**config.mk**
```make
export PLATFORM = sky130hd
export DESIGN_NAME = pong_game_ctrl
export DESIGN_NICKNAME = d
export VERILOG_FILES = /design/src/rtl/pong_pkg.sv /design/src/rtl/pong_bcd2_counter.sv /design/src/rtl/pong_game_ctrl.sv
export SDC_FILE = /design/constraint.sdc
export NUM_CORES = 1
export LEC_CHECK = 0
export CAP_MARGIN = 10
export CORE_MARGIN = 10
export CORE_UTILIZATION = 40
export CTS_CLUSTER_SIZE = 25
export DETAILED_ROUTE_END_ITERATION = 6
export PLACE_DENSITY = 0.66
export SLEW_MARGIN = 30
export SYNTH_ARGS = -nofsm -noshare
export SYNTH_HDL_FRONTEND = slang
export SYNTH_HIERARCHICAL = 1
export SYNTH_SLANG_ARGS = --single-unit
```
**constraint.sdc**
```tcl
create_clock -name clk -period 2.8 [get_ports clk]
set_clock_uncertainty 0.2 [all_clocks]
set_input_delay 0.7 -clock clk [delete_from_list [all_inputs] [get_ports clk]]
set_output_delay 0.7 -clock clk [all_outputs]
set_load 0.02 [all_outputs]
```
**src/rtl/pong_pkg.sv**
```systemverilog
// pong_pkg: shared definitions for the pong game-sequencing controller.
//   - state_t       : FSM state encoding (NEWGAME/PLAY/NEWBALL/OVER)
//   - BCD_W         : width of one BCD score digit
//   - TIMER_W       : width of the post-miss pause timer
//   - DEF_*         : default values for the top-level parameters
//   - bcd_digit_inc : one-digit BCD increment returning {carry, digit}
package pong_pkg;

  typedef enum logic [1:0] {
    ST_NEWGAME = 2'b00,
    ST_PLAY    = 2'b01,
    ST_NEWBALL = 2'b10,
    ST_OVER    = 2'b11
  } state_t;

  localparam int BCD_W           = 4;
  localparam int TIMER_W         = 7;
  localparam int DEF_BALL_LIVES  = 3;
  localparam int DEF_TIMER_TICKS = 120;

  // Increment a single BCD digit; bit BCD_W is the carry into the next digit.
  function automatic logic [BCD_W:0] bcd_digit_inc(input logic [BCD_W-1:0] d);
    logic [BCD_W:0] r;
    if (d == 4'd9) begin
      r = {1'b1, 4'd0};
    end else begin
      r = {1'b0, d + 4'd1};
    end
    return r;
  endfunction

endpackage

```
**src/rtl/pong_bcd2_counter.sv**
```systemverilog
// pong_bcd2_counter: two-digit BCD counter (00..99, wraps 99 -> 00).
// Ports:
//   clk_i   in  1  clock
//   rst_ni  in  1  asynchronous active-low reset (clears to 00)
//   clr_i   in  1  synchronous clear, priority over inc_i
//   inc_i   in  1  count up by one
//   dig1_o  out 4  tens digit
//   dig0_o  out 4  units digit
module pong_bcd2_counter
  import pong_pkg::*;
(
  input  logic             clk_i,
  input  logic             rst_ni,
  input  logic             clr_i,
  input  logic             inc_i,
  output logic [BCD_W-1:0] dig1_o,
  output logic [BCD_W-1:0] dig0_o
);

  logic [BCD_W-1:0] dig1_q, dig1_d;
  logic [BCD_W-1:0] dig0_q, dig0_d;
  logic [BCD_W:0]   inc0_s, inc1_s;

  // Next-value logic: clear wins, otherwise ripple a units carry into tens.
  always_comb begin
    dig1_d = dig1_q;
    dig0_d = dig0_q;
    inc0_s = bcd_digit_inc(dig0_q);
    inc1_s = bcd_digit_inc(dig1_q);
    if (clr_i) begin
      dig1_d = 4'd0;
      dig0_d = 4'd0;
    end else if (inc_i) begin
      dig0_d = inc0_s[BCD_W-1:0];
      if (inc0_s[BCD_W]) begin
        // Tens carry-out is dropped, giving the 99 -> 00 wrap.
        dig1_d = inc1_s[BCD_W-1:0];
      end else begin
        dig1_d = dig1_q;
      end
    end else begin
      dig1_d = dig1_q;
      dig0_d = dig0_q;
    end
  end

  // Digit registers.
  always_ff @(posedge clk_i or negedge rst_ni) begin
    if (!rst_ni) begin
      dig1_q <= 4'd0;
      dig0_q <= 4'd0;
    end else begin
      dig1_q <= dig1_d;
      dig0_q <= dig0_d;
    end
  end

  assign dig1_o = dig1_q;
  assign dig0_o = dig0_q;

endmodule

```
**src/rtl/pong_game_ctrl.sv**
```systemverilog
// pong_game_ctrl: game-sequencing controller for the pong graphics datapath.
// Freezes/animates the ball, counts spare balls, keeps a 2-digit BCD score
// and times the pause after a miss.
// Parameters:
//   BALL_LIVES   balls per game (1..3)
//   TIMER_TICKS  refresh ticks in the post-miss pause (1..127)
// Ports:
//   clk         in  1  system pixel clock
//   reset       in  1  asynchronous active-low reset
//   btn         in  2  paddle buttons (any bit high = press)
//   refr_tick   in  1  1-clk pulse at start of vsync
//   hit         in  1  1-clk pulse, ball bounced off paddle
//   miss        in  1  1-clk pulse, ball passed paddle
//   gra_still   out 1  ball held at start position
//   state       out 2  current FSM state (pong_pkg encoding)
//   balls_left  out 2  spare balls not yet served
//   score1/0    out 4  BCD score tens/units
//   timer_done  out 1  pause timer is zero
//   hi1/hi0     out 4  BCD high score (only with PONG_HISCORE_EN defined)
// Build option: define PONG_HISCORE_EN to add the high-score registers.
module pong_game_ctrl
  import pong_pkg::*;
#(
  parameter int BALL_LIVES  = DEF_BALL_LIVES,
  parameter int TIMER_TICKS = DEF_TIMER_TICKS
) (
  input  logic             clk,
  input  logic             reset,
  input  logic [1:0]       btn,
  input  logic             refr_tick,
  input  logic             hit,
  input  logic             miss,
  output logic             gra_still,
  output logic [1:0]       state,
  output logic [1:0]       balls_left,
  output logic [BCD_W-1:0] score1,
  output logic [BCD_W-1:0] score0,
  output logic             timer_done
`ifdef PONG_HISCORE_EN
  ,
  output logic [BCD_W-1:0] hi1,
  output logic [BCD_W-1:0] hi0
`endif
);

  localparam logic [1:0]         LIVES = 2'(BALL_LIVES);
  localparam logic [TIMER_W-1:0] TICKS = TIMER_W'(TIMER_TICKS);

  state_t             state_q, state_d;
  logic [1:0]         balls_q, balls_d;
  logic [TIMER_W-1:0] timer_q, timer_d;
  logic               timer_done_s;
  logic               btn_press_s;
  logic               score_clr_s;
  logic               score_inc_s;

  assign timer_done_s = (timer_q == 7'd0);
  assign btn_press_s  = (btn != 2'b00);

  // Next-state, spare-ball, pause-timer and score-control decode.
  always_comb begin
    state_d     = state_q;
    balls_d     = balls_q;
    score_clr_s = 1'b0;
    score_inc_s = 1'b0;
    // Free-running pause countdown; a miss load below overrides it.
    if (refr_tick && !timer_done_s) begin
      timer_d = timer_q - 7'd1;
    end else begin
      timer_d = timer_q;
    end
    case (state_q)
      ST_NEWGAME: begin
        score_clr_s = 1'b1;
        balls_d     = LIVES;
        if (btn_press_s) begin
          state_d = ST_PLAY;
          balls_d = LIVES - 2'd1;
        end else begin
          state_d = ST_NEWGAME;
        end
      end
      ST_PLAY: begin
        if (miss) begin
          // Miss beats a same-cycle hit: score is left alone.
          timer_d = TICKS;
          if (balls_q == 2'd0) begin
            state_d = ST_OVER;
          end else begin
            state_d = ST_NEWBALL;
            balls_d = balls_q - 2'd1;
          end
        end else if (hit) begin
          score_inc_s = 1'b1;
        end else begin
          state_d = ST_PLAY;
        end
      end
      ST_NEWBALL: begin
        // A button held through the pause serves as soon as the timer ends.
        if (timer_done_s && btn_press_s) begin
          state_d = ST_PLAY;
        end else begin
          state_d = ST_NEWBALL;
        end
      end
      ST_OVER: begin
        if (timer_done_s) begin
          // Clear on the way out so NEWGAME is entered already showing 00.
          state_d     = ST_NEWGAME;
          balls_d     = LIVES;
          score_clr_s = 1'b1;
        end else begin
          state_d = ST_OVER;
        end
      end
      default: begin
        state_d     = ST_NEWGAME;
        balls_d     = LIVES;
        timer_d     = 7'd0;
        score_clr_s = 1'b1;
      end
    endcase
  end

  // FSM, spare-ball and timer registers.
  always_ff @(posedge clk or negedge reset) begin
    if (!reset) begin
      state_q <= ST_NEWGAME;
      balls_q <= LIVES;
      timer_q <= 7'd0;
    end else begin
      state_q <= state_d;
      balls_q <= balls_d;
      timer_q <= timer_d;
    end
  end

  pong_bcd2_counter u_score (
    .clk_i  (clk),
    .rst_ni (reset),
    .clr_i  (score_clr_s),
    .inc_i  (score_inc_s),
    .dig1_o (score1),
    .dig0_o (score0)
  );

`ifdef PONG_HISCORE_EN
  logic [BCD_W-1:0] hi1_q, hi0_q;

  // High score: capture on the final miss of a game if it beats the record.
  // Packed BCD digits compare correctly as an unsigned 8-bit value.
  always_ff @(posedge clk or negedge reset) begin
    if (!reset) begin
      hi1_q <= 4'd0;
      hi0_q <= 4'd0;
    end else if ((state_q == ST_PLAY) && miss && (balls_q == 2'd0) &&
                 ({score1, score0} > {hi1_q, hi0_q})) begin
      hi1_q <= score1;
      hi0_q <= score0;
    end else begin
      hi1_q <= hi1_q;
      hi0_q <= hi0_q;
    end
  end

  assign hi1 = hi1_q;
  assign hi0 = hi0_q;
`endif

  assign state      = state_q;
  assign balls_left = balls_q;
  assign gra_still  = (state_q != ST_PLAY);
  assign timer_done = timer_done_s;

endmodule

```
==> flow_summary.yaml <==
timing:
  rsz0062_at_grt: "no"
  maxSlewHeadroom: 0.743
  finalSetupViolCount: 0
  fmax_mhz: 370
  period_needed_ns: 2.71
  final-hold-violation-count: 0
  worst_pin_slew_ns: 0.382
  fin_crit_sh: 0.966
  slew_viol_final: 0
placement:
  gp_congestion: 0.806
  placed_cells: 189
  dp_hpwl_um: 2160
  numPortBuffers: 20
power_and_ir_drop:
  leakage_uw: 0.000705
  finalPower_uw: 1280
  p_per_area_mw_per_mm2: 810
  ir_drop_mv: 0.414
floorplan:
  fp.dieH_um: 74.7
  io_pins: 21
  core_mm2: 0.00281
  fp.dieW_um: 74.7
  start_util: 0.426
  rows: 19
  die-area_mm2: 0.00558
cells_and_area:
  final_util: 0.562
  final_cells: 193
  n_antenna_cell: 0
  final_nets: 181
  drive_gt1_frac: 0.179
  fillers: 262
  area_growth_pct: 31.9
synthesis:
  syn_area_mm2: 0.00120
  synth.area.top_cells: "dfrtp_1 (36%), ha_1 (12%), inv_1 (4.7%), dfstp_2 (4.4%), xor2_1 (4.4%)"
  synth_seq_cells: 19
  synth_top_family_by_area: "simple AND/OR/NAND/NOR gates"
  synth-adder-area-share: 0.115
  yosysUniqueCellTypes: 40
  synthSimpleGateAreaFrac: 0.187
  yosysTopAreaCellShare: 0.356
  yosysWarnings: 6
  synth_seq_area_share: 0.400
  synth_xor_area_frac: 0.0586
  synthMuxAreaShare: 0
  syn_avg_cell_area_um2: 9.49
  syn_inst: 126
  yosysTopAreaCell: "dfrtp_1"
  synth-compound-area-share: 0.185
  syn_nets: 144
setup_path:
  crit_start: "timer_q[0]"
  cp-start-kind: "flip-flop"
  cp.arrival_ns: 1.81
  crit_fanout: 2
  crit_path_end_kind: "output port"
  required_ns: 1.90
  critPathKind: "reg -> out"
  reg2reg_from: "timer_q[0]"
cts:
  cts-htree-levels: 1
  root_buffer: "clkbuf_4"
  cts.sinks: 19
  cts_tree: "done"
  cts_setup_buffers: 0
  clk_pin_slew_ns: 0.10
  clk_path_buf_depth: 2
  hold_buffers: 0
  clk-insertion-delay-late_ns: 0.29
  numCtsBuffers: 3
run:
  maxCapViolCount: 0
global_route:
  antenna_found_initial: 0
  grt.overflow.total: 0
  grt_max_degree: 20
  grt_pass1_wl_um: 4660
  groute.usage.overall: 0.106
  first_global_vias: 1051
route:
  dr.pass1.iters: 4
  routedWlPerCell_um: 14.2
  viasPerCell: 5.30
  via_count: 1022
  drt_wl_total_um: 2740
  drc: 0
  drt_iter0_drc: 48
  postRouteAntennaNets: 0
worst_hold_path:
  hold_class: "reg -> reg"
  min-delay-start: "balls_left[1]"
outcome:
  status: "finished clean"
-- registers in the layout, summed over array words and instances (netlist names) --
signal	flops
timer_q	7
u_score/dig0_o	4
u_score/dig1_o	4
balls_left	2
state	2
-- layout make-up --
type,instances,area [µm²],share of cell area
repair buffers,34,307,0.194
flip-flops and latches,19,478,0.303
multi-input cells,90,672,0.426
inverters,15,56.3,0.0357
well taps,31,38.8,0.0246
clock buffers,4,26.3,0.0167
-- layout by cell type (no fill, tap or decap), types with 2 or more instances in the layout --
master / instances
clkbuf_4: 3
dfrtp_1: 17
o21ai_0: 5
nand3_1: 5
or4_1: 2
buf_4: 14
inv_1: 13
o2111ai_1: 4
o21a_1: 2
ha_1: 10
xor2_1: 6
xnor2_1: 2
nor2_1: 11
nor3_1: 2
nand2_1: 9
nand2b_1: 2
dfstp_2: 2
inv_2: 2
a21oi_1: 5
o211ai_1: 3
clkdlybuf4s50_1: 19
-- worst max-delay path: stages, from the launching register on --
cell and delay, ns:
dfrtp_1 0.39, inv_1 0.10, ha_4 0.13, or4b_4 0.46, or2_4 0.25, inv_2 0.06, buf_6 0.11
-- path summary, 6_finish.rpt --
check,to,slack [ns],cells past startpoint
min reg2reg,balls_left[1],0.35,1
max,timer_done,0.09,6
max reg2reg,u_score/dig0_o[3],0.32,12
min in group asynchronous,timer_q[2],0.53,2
max in group asynchronous,balls_left[1],1.61,2
min,balls_left[1],0.35,1
-- power breakdown --
| part | total [µW] | switching, µW | internal, µW |
|---|---|---|---|
| Clock | 137 | 81.6 | 55.4 |
| Combinational | 717 | 379 | 338 |
| Sequential | 423 | 69.1 | 354 |
| Total | 1280 | 530 | 747 |
-- cells in the mapped netlist --
cell type	instances
a211o_1	1
a21oi_1	5
a221o_1	1
a221oi_1	1
a22o_1	1
a311o_1	1
a311oi_1	1
a31oi_1	1
and2_1	1
and3_1	1
clkbuf_1	1
clkbuf_2	1
dfrtp_1	17
dfstp_2	2
ha_1	11
inv_1	15
nand2_1	9
nand2b_1	2
nand3_1	5
nand3b_1	1
nand4_1	1
nand4b_4	1
nor2_1	11
nor3_1	2
nor4_1	1
o2111ai_1	4
o211ai_1	3
o21a_1	2
o21ai_0	5
o221a_2	1
o22ai_1	1
o31ai_1	1
o31ai_2	1
or2_1	1
or2_2	1
or3_2	1
or4_1	2
or4b_1	1
xnor2_1	2
xor2_1	6
-- per-layer routing --
metal / vias to the layer above / wire length [µm] / track usage
met5: - / 0 / 0
li1: 527 / - / -
met4: 0 / 13 / 0.0189
met2: 11 / 1420 / 0.195
met3: 2 / 141 / 0.0420
met1: 482 / 1160 / 0.114
-- per-stage QoR --
step                      hold WS [ns]  setup slack [ns]  setup TNS [ns]  cell area [µm²]
after floorplan                  0.204             0.115               0             1200
after global placement           0.338            -0.141          -0.141             1530
after detailed placement         0.340            -0.152          -0.152             1530
after CTS                        0.355           0.00289               0             1560
after global routing             0.360           0.00542               0             1580
final                            0.352            0.0947               0             1580
-- cells by family after synthesis --
| kind of cell | Yosys count |
|---|---|
| flops | 19 |
| simple gates | 41 |
| xor+xnor | 8 |
| fa+ha+maj | 11 |
| buf+inv | 17 |
| compound gates | 30 |
-- timing repair --
action	CTS	global route
pin swaps	0	1
gates resized for setup	8	4
setup endpoints to repair	1	1
cloned	0	0
Note: power is estimated with default switching activity, not from simulation.
